## config.mk

```make
export PLATFORM = sky130hd
export DESIGN_NAME = dmem_ctrl_flat
export DESIGN_NICKNAME = d
export VERILOG_FILES = /design/src/rtl/dmem_pkg.sv /design/src/rtl/dmem_if.sv /design/src/rtl/dmem_wbuf.sv /design/src/rtl/dmem_ctrl.sv /design/src/flat_wrapper.sv
export SDC_FILE = /design/constraint.sdc
export NUM_CORES = 1
export LEC_CHECK = 0
export CAP_MARGIN = 15
export CORE_ASPECT_RATIO = 0.75
export CORE_UTILIZATION = 45
export DETAILED_ROUTE_END_ITERATION = 8
export PLACE_DENSITY = 0.77
export SLEW_MARGIN = 15
export SYNTH_ARGS = -nofsm -noshare
export SYNTH_HDL_FRONTEND = slang
export SYNTH_SLANG_ARGS = --single-unit
export TNS_END_PERCENT = 10
```

## constraint.sdc

```tcl
create_clock -name clk -period 4.36 [get_ports clk]
set_input_delay 0.654 -clock clk [delete_from_list [all_inputs] [get_ports clk]]
set_output_delay 0.654 -clock clk [all_outputs]
set_load 0.005 [all_outputs]
```

## src/rtl/dmem_pkg.sv

```systemverilog
// dmem_pkg: shared types and constants for the data-memory controller.
//   WORD_LSB     - lowest byte-address bit that forms the SRAM word address
//   MAX_ADDR_W   - widest word address a 32-bit byte address can carry
//   wbuf_entry_t - one posted store: {word address, data word}
// The entry address field is sized for the widest case. Narrower SRAMs
// store their word address zero-extended, so all entries compare uniformly.
package dmem_pkg;

  localparam int WORD_LSB   = 2;
  localparam int MAX_ADDR_W = 32 - WORD_LSB;

  typedef struct packed {
    logic [MAX_ADDR_W-1:0] addr;
    logic [31:0]           data;
  } wbuf_entry_t;

endpackage

```

## src/rtl/dmem_if.sv

```systemverilog
// dmem_if: bundles the core data port and the SRAM port of the controller.
//   core_re/core_raddr/core_rdata      - load request and load data
//   core_we/core_waddr/core_wdata      - store request
//   core_stall                         - request not accepted, core holds it
//   wbuf_empty                         - no pending stores
//   sram_en/sram_we/sram_addr/
//   sram_wdata/sram_rdata              - single-port synchronous SRAM
// Modports:
//   slave  - the controller's view
//   master - the view of the surrounding core + SRAM
interface dmem_if #(
  parameter int ADDR_W = 14
);

  logic              core_re;
  logic [31:0]       core_raddr;
  logic [31:0]       core_rdata;
  logic              core_we;
  logic [31:0]       core_waddr;
  logic [31:0]       core_wdata;
  logic              core_stall;
  logic              wbuf_empty;
  logic              sram_en;
  logic              sram_we;
  logic [ADDR_W-1:0] sram_addr;
  logic [31:0]       sram_wdata;
  logic [31:0]       sram_rdata;

  modport slave (
    input  core_re, core_raddr, core_we, core_waddr, core_wdata, sram_rdata,
    output core_rdata, core_stall, wbuf_empty,
           sram_en, sram_we, sram_addr, sram_wdata
  );

  modport master (
    output core_re, core_raddr, core_we, core_waddr, core_wdata, sram_rdata,
    input  core_rdata, core_stall, wbuf_empty,
           sram_en, sram_we, sram_addr, sram_wdata
  );

endinterface

```

## src/rtl/dmem_wbuf.sv

```systemverilog
// dmem_wbuf: posted write buffer (circular FIFO) with associative lookup.
// Ports:
//   clk, rst_n    - clock, asynchronous active-low reset
//   push          - write push_entry at tail (caller guarantees !full)
//   pop           - retire head entry (caller guarantees !empty)
//   head_entry    - oldest buffered store
//   full, empty   - occupancy flags
//   lookup_addr   - word address to search for
//   hit, hit_data - youngest valid entry matching lookup_addr
// DEPTH must be a power of two so the pointers wrap naturally.
module dmem_wbuf
  import dmem_pkg::*;
#(
  parameter int DEPTH = 4
) (
  input  logic                  clk,
  input  logic                  rst_n,
  input  logic                  push,
  input  wbuf_entry_t           push_entry,
  input  logic                  pop,
  output wbuf_entry_t           head_entry,
  output logic                  full,
  output logic                  empty,
  input  logic [MAX_ADDR_W-1:0] lookup_addr,
  output logic                  hit,
  output logic [31:0]           hit_data
);

  localparam int PTR_W = $clog2(DEPTH);
  localparam int CNT_W = $clog2(DEPTH + 1);

  wbuf_entry_t      mem_reg [DEPTH];
  logic [PTR_W-1:0] head_reg;
  logic [PTR_W-1:0] tail_reg;
  logic [CNT_W-1:0] count_reg;
  logic [DEPTH-1:0] ent_match;

  assign full       = (count_reg == CNT_W'(DEPTH));
  assign empty      = (count_reg == '0);
  assign head_entry = mem_reg[head_reg];

  always_ff @(posedge clk or negedge rst_n) begin
    if (!rst_n) begin
      head_reg  <= '0;
      tail_reg  <= '0;
      count_reg <= '0;
    end else begin
      if (push) tail_reg <= tail_reg + PTR_W'(1);
      if (pop)  head_reg <= head_reg + PTR_W'(1);
      // Simultaneous push and pop leave the count unchanged.
      case ({push, pop})
        2'b10:   count_reg <= count_reg + CNT_W'(1);
        2'b01:   count_reg <= count_reg - CNT_W'(1);
        default: count_reg <= count_reg;
      endcase
    end
  end

  // Storage needs no reset: validity is derived from head/count.
  always_ff @(posedge clk) begin
    if (push) mem_reg[tail_reg] <= push_entry;
  end

  // Per-slot match. A slot is valid when its age (distance from head) is
  // below count; the head slot being popped this cycle is still valid.
  genvar gi;
  generate
    for (gi = 0; gi < DEPTH; gi++) begin : g_cmp
      logic [PTR_W-1:0] age;
      assign age = PTR_W'(gi) - head_reg;
      assign ent_match[gi] = (CNT_W'(age) < count_reg) &&
                             (mem_reg[gi].addr == lookup_addr);
    end
  endgenerate

  // Walk slots oldest to youngest so the youngest match overrides.
  always_comb begin
    hit      = 1'b0;
    hit_data = '0;
    for (int a = 0; a < DEPTH; a++) begin
      if (ent_match[head_reg + PTR_W'(a)]) begin
        hit      = 1'b1;
        hit_data = mem_reg[head_reg + PTR_W'(a)].data;
      end
    end
  end

endmodule

```

## src/rtl/dmem_ctrl.sv

```systemverilog
// dmem_ctrl: merges core loads and stores onto one single-port SRAM.
// Stores are posted into dmem_wbuf; loads win the SRAM port unless the
// buffer is full, and the buffer drains whenever the port is otherwise idle.
// Ports:
//   clk   - clock
//   rst_n - asynchronous active-low reset (discards buffered stores)
//   bus   - dmem_if.slave: core data port and SRAM port
// Build option:
//   DMEM_FWD_EN defined   - loads hitting buffered stores are forwarded
//                           from the buffer (registered, 1-cycle latency)
//   DMEM_FWD_EN undefined - such loads stall until the matching entries
//                           have drained, then read the SRAM
module dmem_ctrl
  import dmem_pkg::*;
#(
  parameter int WBUF_DEPTH = 4,
  parameter int ADDR_W     = 14
) (
  input logic   clk,
  input logic   rst_n,
  dmem_if.slave bus
);

  logic [ADDR_W-1:0]     raddr_word;
  logic [ADDR_W-1:0]     waddr_word;
  logic [MAX_ADDR_W-1:0] lookup_addr;
  wbuf_entry_t           push_entry;
  wbuf_entry_t           head_entry;
  logic                  full;
  logic                  empty;
  logic                  lk_hit;
  logic [31:0]           lk_data;
  logic                  push;
  logic                  pop;
  logic                  read_ok;
  logic                  read_sram;
  logic                  stall;
  logic                  fwd_hit_q;
  logic [31:0]           fwd_data_q;
  logic                  unused_ok;

  assign raddr_word  = bus.core_raddr[ADDR_W+1:WORD_LSB];
  assign waddr_word  = bus.core_waddr[ADDR_W+1:WORD_LSB];
  assign lookup_addr = MAX_ADDR_W'(raddr_word);
  assign push_entry  = '{addr: MAX_ADDR_W'(waddr_word), data: bus.core_wdata};

  dmem_wbuf #(
    .DEPTH (WBUF_DEPTH)
  ) u_wbuf (
    .clk         (clk),
    .rst_n       (rst_n),
    .push        (push),
    .push_entry  (push_entry),
    .pop         (pop),
    .head_entry  (head_entry),
    .full        (full),
    .empty       (empty),
    .lookup_addr (lookup_addr),
    .hit         (lk_hit),
    .hit_data    (lk_data)
  );

  // Port arbiter. A full buffer always drains, which also breaks any
  // potential deadlock with a store held behind it.
  always_comb begin
`ifdef DMEM_FWD_EN
    read_ok   = bus.core_re && !full;
    // A forwarded load leaves the port free for a drain.
    read_sram = read_ok && !lk_hit;
`else
    read_ok   = bus.core_re && !full && !lk_hit;
    read_sram = read_ok;
`endif
    pop   = !empty && !read_sram;
    stall = (bus.core_re && !read_ok) || (bus.core_we && full);
    // A stalled cycle accepts nothing: the core re-presents both requests.
    push  = bus.core_we && !stall;

    bus.core_stall = stall;
    bus.sram_en    = read_sram || pop;
    bus.sram_we    = pop;
    bus.sram_addr  = pop ? head_entry.addr[ADDR_W-1:0] : raddr_word;
    bus.sram_wdata = head_entry.data;
  end

`ifdef DMEM_FWD_EN
  always_ff @(posedge clk or negedge rst_n) begin
    if (!rst_n) begin
      fwd_hit_q  <= 1'b0;
      fwd_data_q <= '0;
    end else begin
      fwd_hit_q <= read_ok && lk_hit;
      if (read_ok && lk_hit) fwd_data_q <= lk_data;
    end
  end
  assign unused_ok = ^{bus.core_raddr, bus.core_waddr, head_entry.addr};
`else
  assign fwd_hit_q  = 1'b0;
  assign fwd_data_q = '0;
  assign unused_ok  = ^{bus.core_raddr, bus.core_waddr, head_entry.addr, lk_data};
`endif

  assign bus.core_rdata = fwd_hit_q ? fwd_data_q : bus.sram_rdata;
  assign bus.wbuf_empty = empty;

endmodule

```

## src/flat_wrapper.sv

```systemverilog
// flat-port wrapper written by rule: the top's interface ports become plain ports
module dmem_ctrl_flat import dmem_pkg::*;
#(
  parameter int WBUF_DEPTH = 4,
  parameter int ADDR_W     = 14
)
  (clk, rst_n, bus_core_re, bus_core_raddr, bus_core_we, bus_core_waddr, bus_core_wdata, bus_sram_rdata, bus_core_rdata, bus_core_stall, bus_wbuf_empty, bus_sram_en, bus_sram_we, bus_sram_addr, bus_sram_wdata);
  dmem_if #(.ADDR_W(ADDR_W)) bus_i ();
  input logic clk;
  input logic rst_n;
  input wire logic [$bits(bus_i.core_re)-1:0] bus_core_re;
  input wire logic [$bits(bus_i.core_raddr)-1:0] bus_core_raddr;
  input wire logic [$bits(bus_i.core_we)-1:0] bus_core_we;
  input wire logic [$bits(bus_i.core_waddr)-1:0] bus_core_waddr;
  input wire logic [$bits(bus_i.core_wdata)-1:0] bus_core_wdata;
  input wire logic [$bits(bus_i.sram_rdata)-1:0] bus_sram_rdata;
  output wire logic [$bits(bus_i.core_rdata)-1:0] bus_core_rdata;
  output wire logic [$bits(bus_i.core_stall)-1:0] bus_core_stall;
  output wire logic [$bits(bus_i.wbuf_empty)-1:0] bus_wbuf_empty;
  output wire logic [$bits(bus_i.sram_en)-1:0] bus_sram_en;
  output wire logic [$bits(bus_i.sram_we)-1:0] bus_sram_we;
  output wire logic [$bits(bus_i.sram_addr)-1:0] bus_sram_addr;
  output wire logic [$bits(bus_i.sram_wdata)-1:0] bus_sram_wdata;
  assign bus_i.core_re = bus_core_re;
  assign bus_i.core_raddr = bus_core_raddr;
  assign bus_i.core_we = bus_core_we;
  assign bus_i.core_waddr = bus_core_waddr;
  assign bus_i.core_wdata = bus_core_wdata;
  assign bus_i.sram_rdata = bus_sram_rdata;
  assign bus_core_rdata = bus_i.core_rdata;
  assign bus_core_stall = bus_i.core_stall;
  assign bus_wbuf_empty = bus_i.wbuf_empty;
  assign bus_sram_en = bus_i.sram_en;
  assign bus_sram_we = bus_i.sram_we;
  assign bus_sram_addr = bus_i.sram_addr;
  assign bus_sram_wdata = bus_i.sram_wdata;
  dmem_ctrl #(.WBUF_DEPTH(WBUF_DEPTH), .ADDR_W(ADDR_W)) u_core (.clk(clk), .rst_n(rst_n), .bus(bus_i));
endmodule
```

-- After elaboration in Yosys (flattened, before gate mapping)
Memories as Yosys holds them, arrays and structs flattened.
Index checks and enable logic that the tools add are counted.
- add/sub/neg operators: 10
- multiply operators: 0
- divide/modulo/power cells: 0
- $lt $le $gt $ge: 8
- equality and inequality tests: 7
- shifts and indexed selects: 0
- mux-type cells: 16
- bitwise gates (word level): 0
- reductions and logical operators: 19
- operators with widths (cell ; number):
    $eq A30 B14 Y1 ; 4
    $mux W14 ; 1
    $lt A2 B3 Y1 ; 4
    $lt A2 B3 Y1 const B ; 4
    $logic_and A1 B1 Y1 ; 10
    $mux W1 ; 10
    $bmux W1 S2 ; 4
    $pmux W3 S2 ; 1
    $logic_not A1 Y1 ; 5
    $add A2 B1 Y2 const B ; 2
    $add A2 B2 Y2 const B ; 2
    $sub A1 B2 Y2 const A ; 2
    $sub A2 B2 Y2 const A ; 2
    $add A3 B1 Y3 const B ; 1
    $eq A3 B3 Y1 const B ; 1
    $logic_not A3 Y1 ; 1
    $sub A3 B1 Y3 const B ; 1
    $eq A2 B1 Y1 const B ; 1
    $eq A2 B2 Y1 const B ; 1
    $logic_or A1 B1 Y1 ; 2
    $reduce_bool A2 Y1 ; 1
- bits in registers: 7
- bits in latches: 0
- RAM bits: 184
- ROM bits: 0
- input port bits: 132
- output and inout port bits: 82
- logic and storage cells: 64
- memories: 1
- memory list (memory ; depth ; width ; read ports ; clocked after Yosys merged registers in ; write ports ; RTL line ; text):
    u_core.u_wbuf.mem_reg ; 4 ; 46 ; 5 ; 0 ; 1 ; dmem_wbuf.sv:32 ; wbuf_entry_t mem_reg [DEPTH];

-- Longest topological paths before layout
Gate-level depths: netlist of the first run.
- word-level depth: 18
- gate-level depth with buffers: 18
- mapped depth without buffers: 14

-- Cells and area by module
A second synthesis of the first run with hierarchy kept.
- cells, all modules: 1108
- area total of the unflattened synthesis: 14730.4 um^2
- by module, submodules not included (module ; times used ; cells an instance ; area an instance (um^2) ; seq. area each (um^2)):
    dmem_wbuf ; 1 ; 1004 ; 13995.9 ; 7622.3
    dmem_ctrl ; 1 ; 104 ; 734.5 ; 0.0

-- Least setup slack after synthesis of the first run
No wires, ideal clock.
- kind: register to register
- start point: register u_core.u_wbuf.head_reg[0]
- end point: memory u_core.u_wbuf.mem_reg[1][0] (netlist bit) (enable)
- setup time: 0.408 ns
- data arrival time: 3.663 ns
- data required time: 3.952 ns
- setup slack: 0.289 ns
- stages on the path, launching flop included: 11
- buffers on the path: 3
- clock period less this slack: 4.071 ns
- path through: dfrtp_1 clkbuf_1 buf_1 buf_2 xnor2_1 inv_1 ha_1 nand2_1 a22o_4 o21ai_0 and3_1
- cells in the longest elaborated chain, start to end: 18
- elaborated cells between the ends (all ways): 36
- those cells by class: 7 x add/sub; 4 x order compare; 14 x mux; 11 x reduce/logical
- ends and longest elaborated chain (element ; RTL line ; text):
    start: declaration ; dmem_wbuf.sv:33 ; logic [PTR_W-1:0] head_reg;
    start signal: assignment ; dmem_wbuf.sv:49 ; if (pop) head_reg <= head_reg + PTR_W'(1);
    $sub A1 B2 Y2 or $sub A2 B2 Y2 (tied branches) ; dmem_wbuf.sv:70 ; assign age = PTR_W'(gi) - head_reg;
    $lt A2 B3 Y1 ; dmem_wbuf.sv:71 ; assign ent_match[gi] = (CNT_W'(age) < count_reg) &&
    $logic_and A1 B1 Y1 ; dmem_wbuf.sv:71 ;
    $bmux W1 S2 ; dmem_wbuf.sv:81 ; if (ent_match[head_reg + PTR_W'(a)]) begin
    $mux W1 (not written as such) ; dmem_wbuf.sv:81 ;
    $mux W1 (3 in series) ; dmem_wbuf.sv:81 ;
    $mux W1 * ; dmem_wbuf.sv:81 ;
    $logic_not A1 Y1 * ; dmem_ctrl.sv:71 ; read_ok = bus.core_re && !full && !lk_hit;
    $logic_and A1 B1 Y1 * ; dmem_ctrl.sv:71 ;
    $logic_not A1 Y1 * ; dmem_ctrl.sv:75 ; stall = (bus.core_re && !read_ok) || (bus.core_we && full);
    $logic_and A1 B1 Y1 * ; dmem_ctrl.sv:75 ;
    $logic_or A1 B1 Y1 * ; dmem_ctrl.sv:75 ;
    $logic_not A1 Y1 * ; dmem_ctrl.sv:77 ; push = bus.core_we && !stall;
    $logic_and A1 B1 Y1 * ; dmem_ctrl.sv:77 ;
    $mux W1 * ; dmem_wbuf.sv:61 ; if (push) mem_reg[tail_reg] <= push_entry;
    $mux W1 (not written as such) * ; dmem_wbuf.sv:61 ;
    end: declaration ; dmem_wbuf.sv:32 ;
Mark *: on every way between the ends. The rest lies on a longest branch, timed or not. The select of a mux whose other input is x is not followed.

-- Final worst setup path of the first run
- start point: register u_core.u_wbuf.head_reg[0]
- end point: output bus_sram_addr[3]
- cells in the longest elaborated chain, start to end: 14
- elaborated cells between the ends (all ways): 33
- those cells by class: 7 x add/sub; 4 x order compare; 13 x mux; 8 x reduce/logical; 1 x memory
- ends and longest elaborated chain (element ; RTL line ; text):
    $sub A1 B2 Y2 or $sub A2 B2 Y2 (tied branches) ; dmem_wbuf.sv:70 ;
    $lt A2 B3 Y1 ; dmem_wbuf.sv:71 ;
    $logic_and A1 B1 Y1 ; dmem_wbuf.sv:71 ;
    $bmux W1 S2 ; dmem_wbuf.sv:81 ;
    $mux W1 (not written as such) ; dmem_wbuf.sv:81 ;
    $mux W1 (4 in series) ; dmem_wbuf.sv:81 ;
    $logic_not A1 Y1 ; dmem_ctrl.sv:71 ;
    $logic_and A1 B1 Y1 ; dmem_ctrl.sv:71 ;
    $logic_not A1 Y1 ; dmem_ctrl.sv:74 ; pop = !empty && !read_sram;
    $logic_and A1 B1 Y1 ; dmem_ctrl.sv:74 ;
    $mux W14 * ; dmem_ctrl.sv:82 ; bus.sram_addr = pop ? head_entry.addr[ADDR_W-1:0] : raddr_word;
    end: declaration ; flat_wrapper.sv:22 ; output wire logic [$bits(bus_i.sram_addr)-1:0] bus_sram_addr;
Marks and branches as above.

==> impl_results.rst, run 1 <==
.. list-table::
   :header-rows: 1

   * - Metric
     - Value
   * - Run status
     - complete, no violations
   * - Vias in the first global route
     - around 4.7k
   * - Post-synthesis register bit count
     - around 190
   * - Net count of the mapped netlist
     - 594
   * - R2R Path Start
     - u_core.u_wbuf.head_reg[0]$_DFFE_PN0N_
   * - Share of flip-flops with an asynchronous set or reset after synthesis
     - 0.03665
   * - Clk Tree Root Cell
     - sky130_fd_sc_hd__clkbuf_16
   * - Critical path endpoint category
     - output pin
   * - Hold slack final
     - approximately 500 ps
   * - Cells after synthesis
     - roughly 450
   * - Comb power frac
     - 0.369
   * - Number of buffers between clock root and the deepest sink
     - 2
   * - Worst clock skew
     - roughly 14 ps
   * - Data arrival, critical path
     - 3550 ps
   * - Share of layout cells above drive strength 1
     - 0.2126
   * - All-Layer GR Usage
     - 0.1876
   * - Number of buffers inserted during clock tree synthesis
     - 17
   * - Commonest cells after routing, fill and taps aside
     - 184 x sky130_fd_sc_hd__edfxtp_1, 113 x sky130_fd_sc_hd__clkdlybuf4s50_1, 46 x sky130_fd_sc_hd__mux4_2
   * - Endpoint of the most critical setup path
     - bus_sram_addr[3]
   * - Max-slew violation count
     - 0
   * - Die ar.
     - 0.01930 mm2
   * - Synth Flop Type
     - sky130_fd_sc_hd__edfxtp_1
   * - Destination of the worst register-to-register timing path
     - u_core.u_wbuf.count_reg[2]$_DFFE_PN0P_
   * - Clock tree from TritonCTS
     - done
   * - Remaining Overflow, GRT
     - 0
   * - DRT Wirelength
     - between 15 and 20 mm
   * - Diodes inserted
     - 0
   * - WS Path Type
     - register to output pin
   * - Routed vias/inst
     - 5.383
   * - Detailed placer's ending HPWL
     - ~11 mm
   * - Internal reg-to-reg setup slack
     - around 800 ps
   * - Initial standard-cell utilization of the core
     - 0.4694
   * - RSZ-0062 raised after global routing
     - false
   * - Share of synthesized area occupied by flip-flops and latches
     - 0.6758
   * - Pin count of the biggest net entering global routing
     - 50
   * - Slew margin rel.
     - 0.5045
   * - Number of hold buffers added after CTS
     - 0
   * - Crit start category
     - register
   * - Tot Pwr
     - 6.492 mW
   * - Syn Area/Cell
     - 18.66 um2
   * - Clock latency at the later pin of the worst-skew pair
     - ~440 ps
   * - Sinks on Clock Net
     - between 150 and 200
   * - Endpoint required time on the critical path
     - roughly 3700 ps
   * - Setup fix buffers added after clock tree synthesis
     - 0
   * - Final Core Density
     - 0.5684
   * - Final critical-path share of the clock period
     - 0.9644
   * - Fmax achieved
     - 237.8 MHz
   * - Number of flip-flops in the largest register
     - around 180
   * - Switching pwr
     - 1.928 mW
   * - Average wire per cell in the routed design
     - 21.62 um
   * - Proportion of total power due to net switching
     - 0.2969
   * - Internal power of the cells
     - 4.564 mW
   * - Global-route wire length before repair
     - about 26 mm
   * - Initial antenna violation count
     - 0
   * - Post-route antenna net violation count
     - 0
   * - Final setup violation count
     - 0
   * - TritonRoute pass-1 iters
     - 4
   * - Most common cell after layout, fill and taps aside
     - sky130_fd_sc_hd__edfxtp_1
   * - Residual DRC count
     - 0
   * - Distinct cell type count of the synthesized netlist
     - 41
   * - Total of buffers placed on input and output ports
     - approximately 110
   * - Max-cap viol count
     - 0
   * - Worst r2r path cells
     - 16
   * - Final-stage net count
     - a little under 700
   * - Row count
     - 42
   * - Area grow syn2layout
     - 21.11%
   * - Setup TNS Final
     - 0 ps
   * - Placer Congestion
     - around 0.85
   * - Clock transition at the register clock pins on the worst setup and hold paths after CTS
     - roughly 70 ps
   * - Leakage power summed over all cells
     - 3.420 nW
   * - Count of endpoints failing hold in the final timing report
     - 0
   * - Initial detailed-routing violation count
     - 263
   * - Clock group share of total power
     - 0.234
   * - Number of enable flip-flop cells after synthesis
     - between 150 and 200
   * - Peak supply drop
     - ~0.00040 V
   * - Critical-path maximum fanout
     - 6
   * - Type of the worst min-delay path
     - input port to asynchronous set/reset pin
   * - Cts repair resizes
     - 0
   * - Worst slew pin tran
     - between 700 and 800 ps
   * - Horiz. Die Dim
     - between 150 and 200 um
   * - Floorplan Core Area
     - around 0.018 mm2
   * - Total power per unit cell area
     - ~640 mW/mm2
   * - Vias
     - around 4.3k
   * - Crit path launch
     - u_core.u_wbuf.head_reg[0]$_DFFE_PN0N_
   * - Register share of total power
     - 0.397
   * - Number of top-level design ports
     - around 210
   * - Die H
     - approximately 120 um
   * - CTS H-Tree Depth
     - 4
   * - Crit path time final
     - 4205 ps
   * - Syn Std Cell Area
     - between 0.008 and 0.009 mm2
   * - Warnings, synthesis
     - 0
-- Yosys cell counts, types with 7 or more instances --
library cell | count | share of area
sky130_fd_sc_hd__buf_4 | 32 | 0.028
sky130_fd_sc_hd__nand2_1 | 10 | 0.0045
sky130_fd_sc_hd__dfrtp_1 | 7 | 0.021
sky130_fd_sc_hd__nand4_1 | 8 | 0.0059
sky130_fd_sc_hd__mux2_4 | 8 | 0.014
sky130_fd_sc_hd__buf_2 | 14 | 0.0083
sky130_fd_sc_hd__xnor2_1 | 27 | 0.028
sky130_fd_sc_hd__mux4_2 | 46 | 0.12
sky130_fd_sc_hd__edfxtp_1 | 184 | 0.65
sky130_fd_sc_hd__xor2_1 | 35 | 0.036
sky130_fd_sc_hd__inv_1 | 11 | 0.0049
sky130_fd_sc_hd__ha_1 | 9 | 0.013
-- cell type report --
cell class	instances	area, um2
Clock buffer	18	429.2
Sequential cell	191	5705
Multi-Input combinational cell	192	2320
Fill cell	1386	7756
Tap cell	242	302.8
Clock inverter	14	150.1
Inverter	11	41.29
Timing Repair Buffer	129	1267
-- logic make-up (layout without fill, tap and decap cells) --
logic type / Yosys count / count (layout) / synth area share
flops: 191 / 191 / 0.6758
compound gates: 20 / 20 / 0.02255
mux: 60 / 60 / 0.1451
fa+ha+maj: 10 / 10 / 0.01572
buf+inv: 69 / 172 / 0.04984
xor+xnor: 62 / 62 / 0.06437
simple gates: 40 / 40 / 0.02670
-- stage by stage --
stage | area (um2) | setup WS (ps) | std cells
after floorplan | 8436 | 288.8 | 452
after global placement | 9633 | 279.3 | 765
after detailed placement | 9633 | 212.2 | 765
after CTS | 10210 | 57.48 | 797
after global routing | 10220 | 24.51 | 797
final | 10220 | 155.1 | 797
-- how the worst min path moves through the flow --
stage / to / cells past startpoint / slack (ps)
6_report: u_core.u_wbuf.count_reg[1]$_DFFE_PN0P_ / 1 / 490
5_1_grt: u_core.u_wbuf.count_reg[1]$_DFFE_PN0P_ / 1 / 510
2_1_floorplan: u_core.u_wbuf.count_reg[0]$_DFFE_PN0P_ / 0 / 360
3_3_place_gp: u_core.u_wbuf.count_reg[1]$_DFFE_PN0P_ / 2 / 510
4_1_cts: u_core.u_wbuf.count_reg[1]$_DFFE_PN0P_ / 1 / 490
3_5_place_dp: u_core.u_wbuf.count_reg[1]$_DFFE_PN0P_ / 2 / 520
-- power groups by stage --
stage                     sequential, mW  clock, mW  combinational, mW
final                               2.58       1.52               2.39
after global routing                2.61       1.62               2.58
after CTS                           2.58       1.55               2.43
after detailed placement            2.62          0               2.42
after global placement              2.59          0               2.39
after floorplan                     2.58          0               1.40
-- layer usage --
| metal | track usage | part of all wire | vias to the layer above |
|---|---|---|---|
| met5 | 0 | 0 | - |
| met4 | 0.06250 | 0.017 | 0 |
| met3 | 0.06106 | 0.090 | 46 |
| met2 | 0.2997 | 0.48 | 169 |
| met1 | 0.2432 | 0.42 | 2161 |
| li1 | - | - | 1914 |
-- worst max-delay path: stages, from the launching register on --
cell                              delay (ps)
sky130_fd_sc_hd__dfrtp_4                 500
sky130_fd_sc_hd__xnor2_1                 260
sky130_fd_sc_hd__inv_1                    70
sky130_fd_sc_hd__ha_1                    190
sky130_fd_sc_hd__a2111o_1                450
sky130_fd_sc_hd__nor4_2                  340
sky130_fd_sc_hd__a22o_4                  240
sky130_fd_sc_hd__o31ai_4                  80
sky130_fd_sc_hd__buf_4                   180
sky130_fd_sc_hd__mux2_4                  310
sky130_fd_sc_hd__clkdlybuf4s50_1         500
No activity file was read; power rests on OpenSTA's default activity.
==> run 2, diff against run 1 <==
--- a/config.mk
+++ b/config.mk
@@ -7,9 +7,9 @@
 export LEC_CHECK = 0
 export CAP_MARGIN = 15
 export CORE_ASPECT_RATIO = 0.75
-export CORE_UTILIZATION = 45
+export CORE_UTILIZATION = 49
 export DETAILED_ROUTE_END_ITERATION = 8
-export PLACE_DENSITY = 0.77
+export PLACE_DENSITY = 0.8
 export SLEW_MARGIN = 15
 export SYNTH_ARGS = -nofsm -noshare
 export SYNTH_HDL_FRONTEND = slang
==> constraint.sdc (replaced) <==
create_clock -name clk -period 4.1 [get_ports clk]
set_input_delay 0.615 -clock clk [delete_from_list [all_inputs] [get_ports clk]]
set_output_delay 0.615 -clock clk [all_outputs]
set_load 0.005 [all_outputs]
==> run 2 against run 1 <==
Non-clock buffer count grew 8. Worst setup slack worse by 32 ps. Register-to-register slack worse by 110 ps. Global-route usage rose by 2.2 points. Largest cell class unchanged. Largest power group unchanged.
==> impl_results.rst, run 2 (synthesis results as in run 1) <==
.. list-table::
   :header-rows: 1

   * - Metric
     - Value
   * - Run status
     - complete, no violations
   * - Die ar.
     - 0.01775 mm2 (-8.0%)
   * - Final worst setup slack
     - 123.3 ps (-31.76 ps)
   * - Placer Congestion
     - 0.8514 (+0.13%)
   * - Hold slack final
     - 460.6 ps (-31.41 ps)
   * - Number of flip-flops in the largest register
     - 184 (unchanged)
   * - Met1 demand-to-capacity share in global routing
     - 0.2540 (+0.01079)
   * - Fin cells
     - 779 (-2.3%)
   * - Total of buffers placed on input and output ports
     - 113 (unchanged)
   * - DRT Wirelength
     - 17.57 mm (+1.9%)
   * - Crit path launch
     - bus_core_raddr[13]
   * - Average wire per cell in the routed design
     - 22.55 um (+4.3%)
   * - WS Path Type
     - input port to output pin
   * - Final setup violation count
     - 0 (unchanged)
   * - Worst slew pin tran
     - 796.8 ps (+53.54 ps)
   * - Total power per unit cell area
     - 679.6 mW/mm2 (+6.9%)
   * - Detailed placer's ending HPWL
     - 11.82 mm (+7.1%)
   * - CP delay by family, top
     - buffers and inverters
   * - Cell area after layout
     - 0.01030 mm2 (+0.87%)
   * - Worst clock skew
     - 15.13 ps (+1.617 ps)
   * - Leakage power summed over all cells
     - 3.504 nW (+2.5%)
   * - All-Layer GR Usage
     - 0.2096 (+0.02203)
   * - Number of buffer and inverter instances along the worst setup path
     - 3 (unchanged)
   * - Data arrival, critical path
     - 3360 ps (-190 ps)
   * - Internal reg-to-reg setup slack
     - 710 ps (-110 ps)
   * - Tot Pwr
     - 7.004 mW (+7.9%)
   * - Critical-path maximum fanout
     - 10 (+4)
   * - Logic depth of the worst setup path including buffers
     - 9 (-1)
   * - Horiz. Die Dim
     - 153.5 um (-4.1%)
   * - Count of endpoints failing hold in the final timing report
     - 0 (unchanged)
   * - RSZ-0062 raised after global routing
     - false
   * - R2R Path Start
     - u_core.u_wbuf.head_reg[0]$_DFFE_PN0N_
   * - Clock latency at the later pin of the worst-skew pair
     - 430 ps (about the same)
   * - Pin count of the biggest net entering global routing
     - 39 (-22%)
   * - Number of buffers between clock root and the deepest sink
     - 2 (unchanged)
   * - Row count
     - 41 (-2.4%)
   * - Worst r2r path cells
     - 14 (-2)
   * - Floorplan Core Area
     - 0.01683 mm2 (-6.4%)
   * - Endpoint required time on the critical path
     - 3480 ps (-230 ps)
   * - CP cell instances
     - clkdlybuf4s50_1 > xor2_1 > a2111oi_0 > nand4_1 > o22ai_4 > o31ai_4 > buf_12 > mux2_4 > clkdlybuf4s50_1
   * - Clock tree from TritonCTS
     - done
   * - Most common cell after layout, fill and taps aside
     - sky130_fd_sc_hd__edfxtp_1
   * - Max-cap viol count
     - 0 (unchanged)
   * - Residual DRC count
     - 0 (unchanged)
   * - Remaining Overflow, GRT
     - 0 (unchanged)
   * - Peak supply drop
     - 0.0003487 V (-12%)
   * - Clk Tree Root Cell
     - sky130_fd_sc_hd__clkbuf_16
   * - Max-slew violation count
     - 0 (unchanged)
   * - Commonest cells after routing, fill and taps aside
     - 184 x sky130_fd_sc_hd__edfxtp_1, 113 x sky130_fd_sc_hd__clkdlybuf4s50_1, 46 x sky130_fd_sc_hd__mux4_2
   * - Type of the worst min-delay path
     - input port to asynchronous set/reset pin
   * - Setup TNS Final
     - 0 ps (unchanged)
   * - Worst slack at placement
     - 127.8 ps (-84.43 ps)
   * - Die H
     - 115.6 um (-4.1%)
   * - Routed vias/inst
     - 5.677 (+5.5%)
   * - Area grow syn2layout
     - 22.16%
   * - Vias in the first global route
     - 4647 (-1.0%)
   * - Crit path time final
     - roughly 4000 ps
   * - Global-route wire length before repair
     - 26.38 mm (unchanged)
   * - Clock transition at the register clock pins on the worst setup and hold paths after CTS
     - 80 ps (about the same)
   * - Final Core Density
     - 0.6124 (+0.04400)
   * - Slew margin rel.
     - 0.4688 (-0.03569)
   * - Slowest Stage Delay on Critical Path
     - 520 ps (+20 ps)
   * - Sinks on Clock Net
     - 191 (unchanged)
   * - CTS H-Tree Depth
     - 4 (unchanged)
   * - Global-route track usage on met3
     - 0.07517 (+0.01410)
   * - Vias
     - 4422 (+3.1%)
   * - Initial detailed-routing violation count
     - 301 (+14%)
   * - TritonRoute pass-1 iters
     - 6 (+2)
   * - Cell repeated most along the worst path
     - sky130_fd_sc_hd__clkdlybuf4s50_1
   * - Share of layout cells above drive strength 1
     - 0.2291 (+0.01652)
   * - Fmax achieved
     - roughly 250 MHz
   * - Post-route antenna net violation count
     - 0 (unchanged)
   * - Layer carrying the most global-route usage
     - met2
   * - Initial antenna violation count
     - 0 (unchanged)
   * - GRT met2 Usage
     - 0.3418 (+0.04209)
   * - Final critical-path share of the clock period
     - 0.9699
   * - Crit start category
     - input port
   * - Destination of the worst register-to-register timing path
     - u_core.u_wbuf.count_reg[2]$_DFFE_PN0P_
   * - Instance area after placement
     - 0.009659 mm2 (+0.27%)
   * - Number of buffers inserted during clock tree synthesis
     - 17 (unchanged)
   * - Endpoint of the most critical setup path
     - bus_sram_addr[3]
   * - Critical path endpoint category
     - output pin
   * - Inst Count DP
     - 746 (-2.5%)
   * - Cell with the largest stage delay on the worst path
     - sky130_fd_sc_hd__clkdlybuf4s50_1
   * - Initial standard-cell utilization of the core
     - 0.5013 (+0.03197)
   * - Number of top-level design ports
     - 214 (unchanged)
   * - Final-stage net count
     - 692 (+1.2%)
-- run 2: timing repair --
| item | CTS | global route |
|---|---|---|
| gates resized for setup | 2 | 6 |
| hold buffers | 0 | 0 |
| pin swaps | 0 | 1 |
| endpoints found under the setup margin | 8 | 14 |
| buffers inserted | 0 | 0 |
-- run 2: power by group --
group,internal [mW],switching [mW]
Clock,0.874,0.758
Combinational,1.44,1.19
Sequential,2.59,0.151
Total,4.91,2.10
-- run 2: area by class of cell --
class                      count  area [um2]
multi-input combinational    192        2354
tap                          215       269.0
clock inverter                14       167.7
inverter                      11       41.29
antenna                        1       2.502
sequential                   191        5705
clock buffer                  18       429.2
timing repair buffer         137        1336
fill                        1213        6521
-- run 2: worst min-delay path by stage --
stage	start	end	slack, ps	cells past startpoint
6_report	rst_n	u_core.u_wbuf.count_reg[0]$_DFFE_PN0P_	460	1
4_1_cts	rst_n	u_core.u_wbuf.head_reg[0]$_DFFE_PN0N_	460	1
3_5_place_dp	u_core.u_wbuf.count_reg[0]$_DFFE_PN0P_	u_core.u_wbuf.count_reg[0]$_DFFE_PN0P_	520	1
2_1_floorplan	rst_n	u_core.u_wbuf.count_reg[0]$_DFFE_PN0P_	320	0
3_3_place_gp	u_core.u_wbuf.count_reg[1]$_DFFE_PN0P_	u_core.u_wbuf.count_reg[1]$_DFFE_PN0P_	500	2
5_1_grt	rst_n	u_core.u_wbuf.count_reg[0]$_DFFE_PN0P_	460	1
-- run 2: per-layer routing --
metal,vias to the layer above,wire (um)
met3,44,1409
met4,0,415
li1,1931,-
met1,2277,6924
met5,-,0
met2,170,8818
==> run 3, diff against run 2 <==
--- a/config.mk
+++ b/config.mk
@@ -5,6 +5,7 @@
 export SDC_FILE = /design/constraint.sdc
 export NUM_CORES = 1
 export LEC_CHECK = 0
+export ABC_CLOCK_PERIOD_IN_PS = 4100
 export CAP_MARGIN = 15
 export CORE_ASPECT_RATIO = 0.75
 export CORE_UTILIZATION = 49
==> results of run 3 <==
Same layout as run 2: the final DEF is identical, and so are final timing and power.
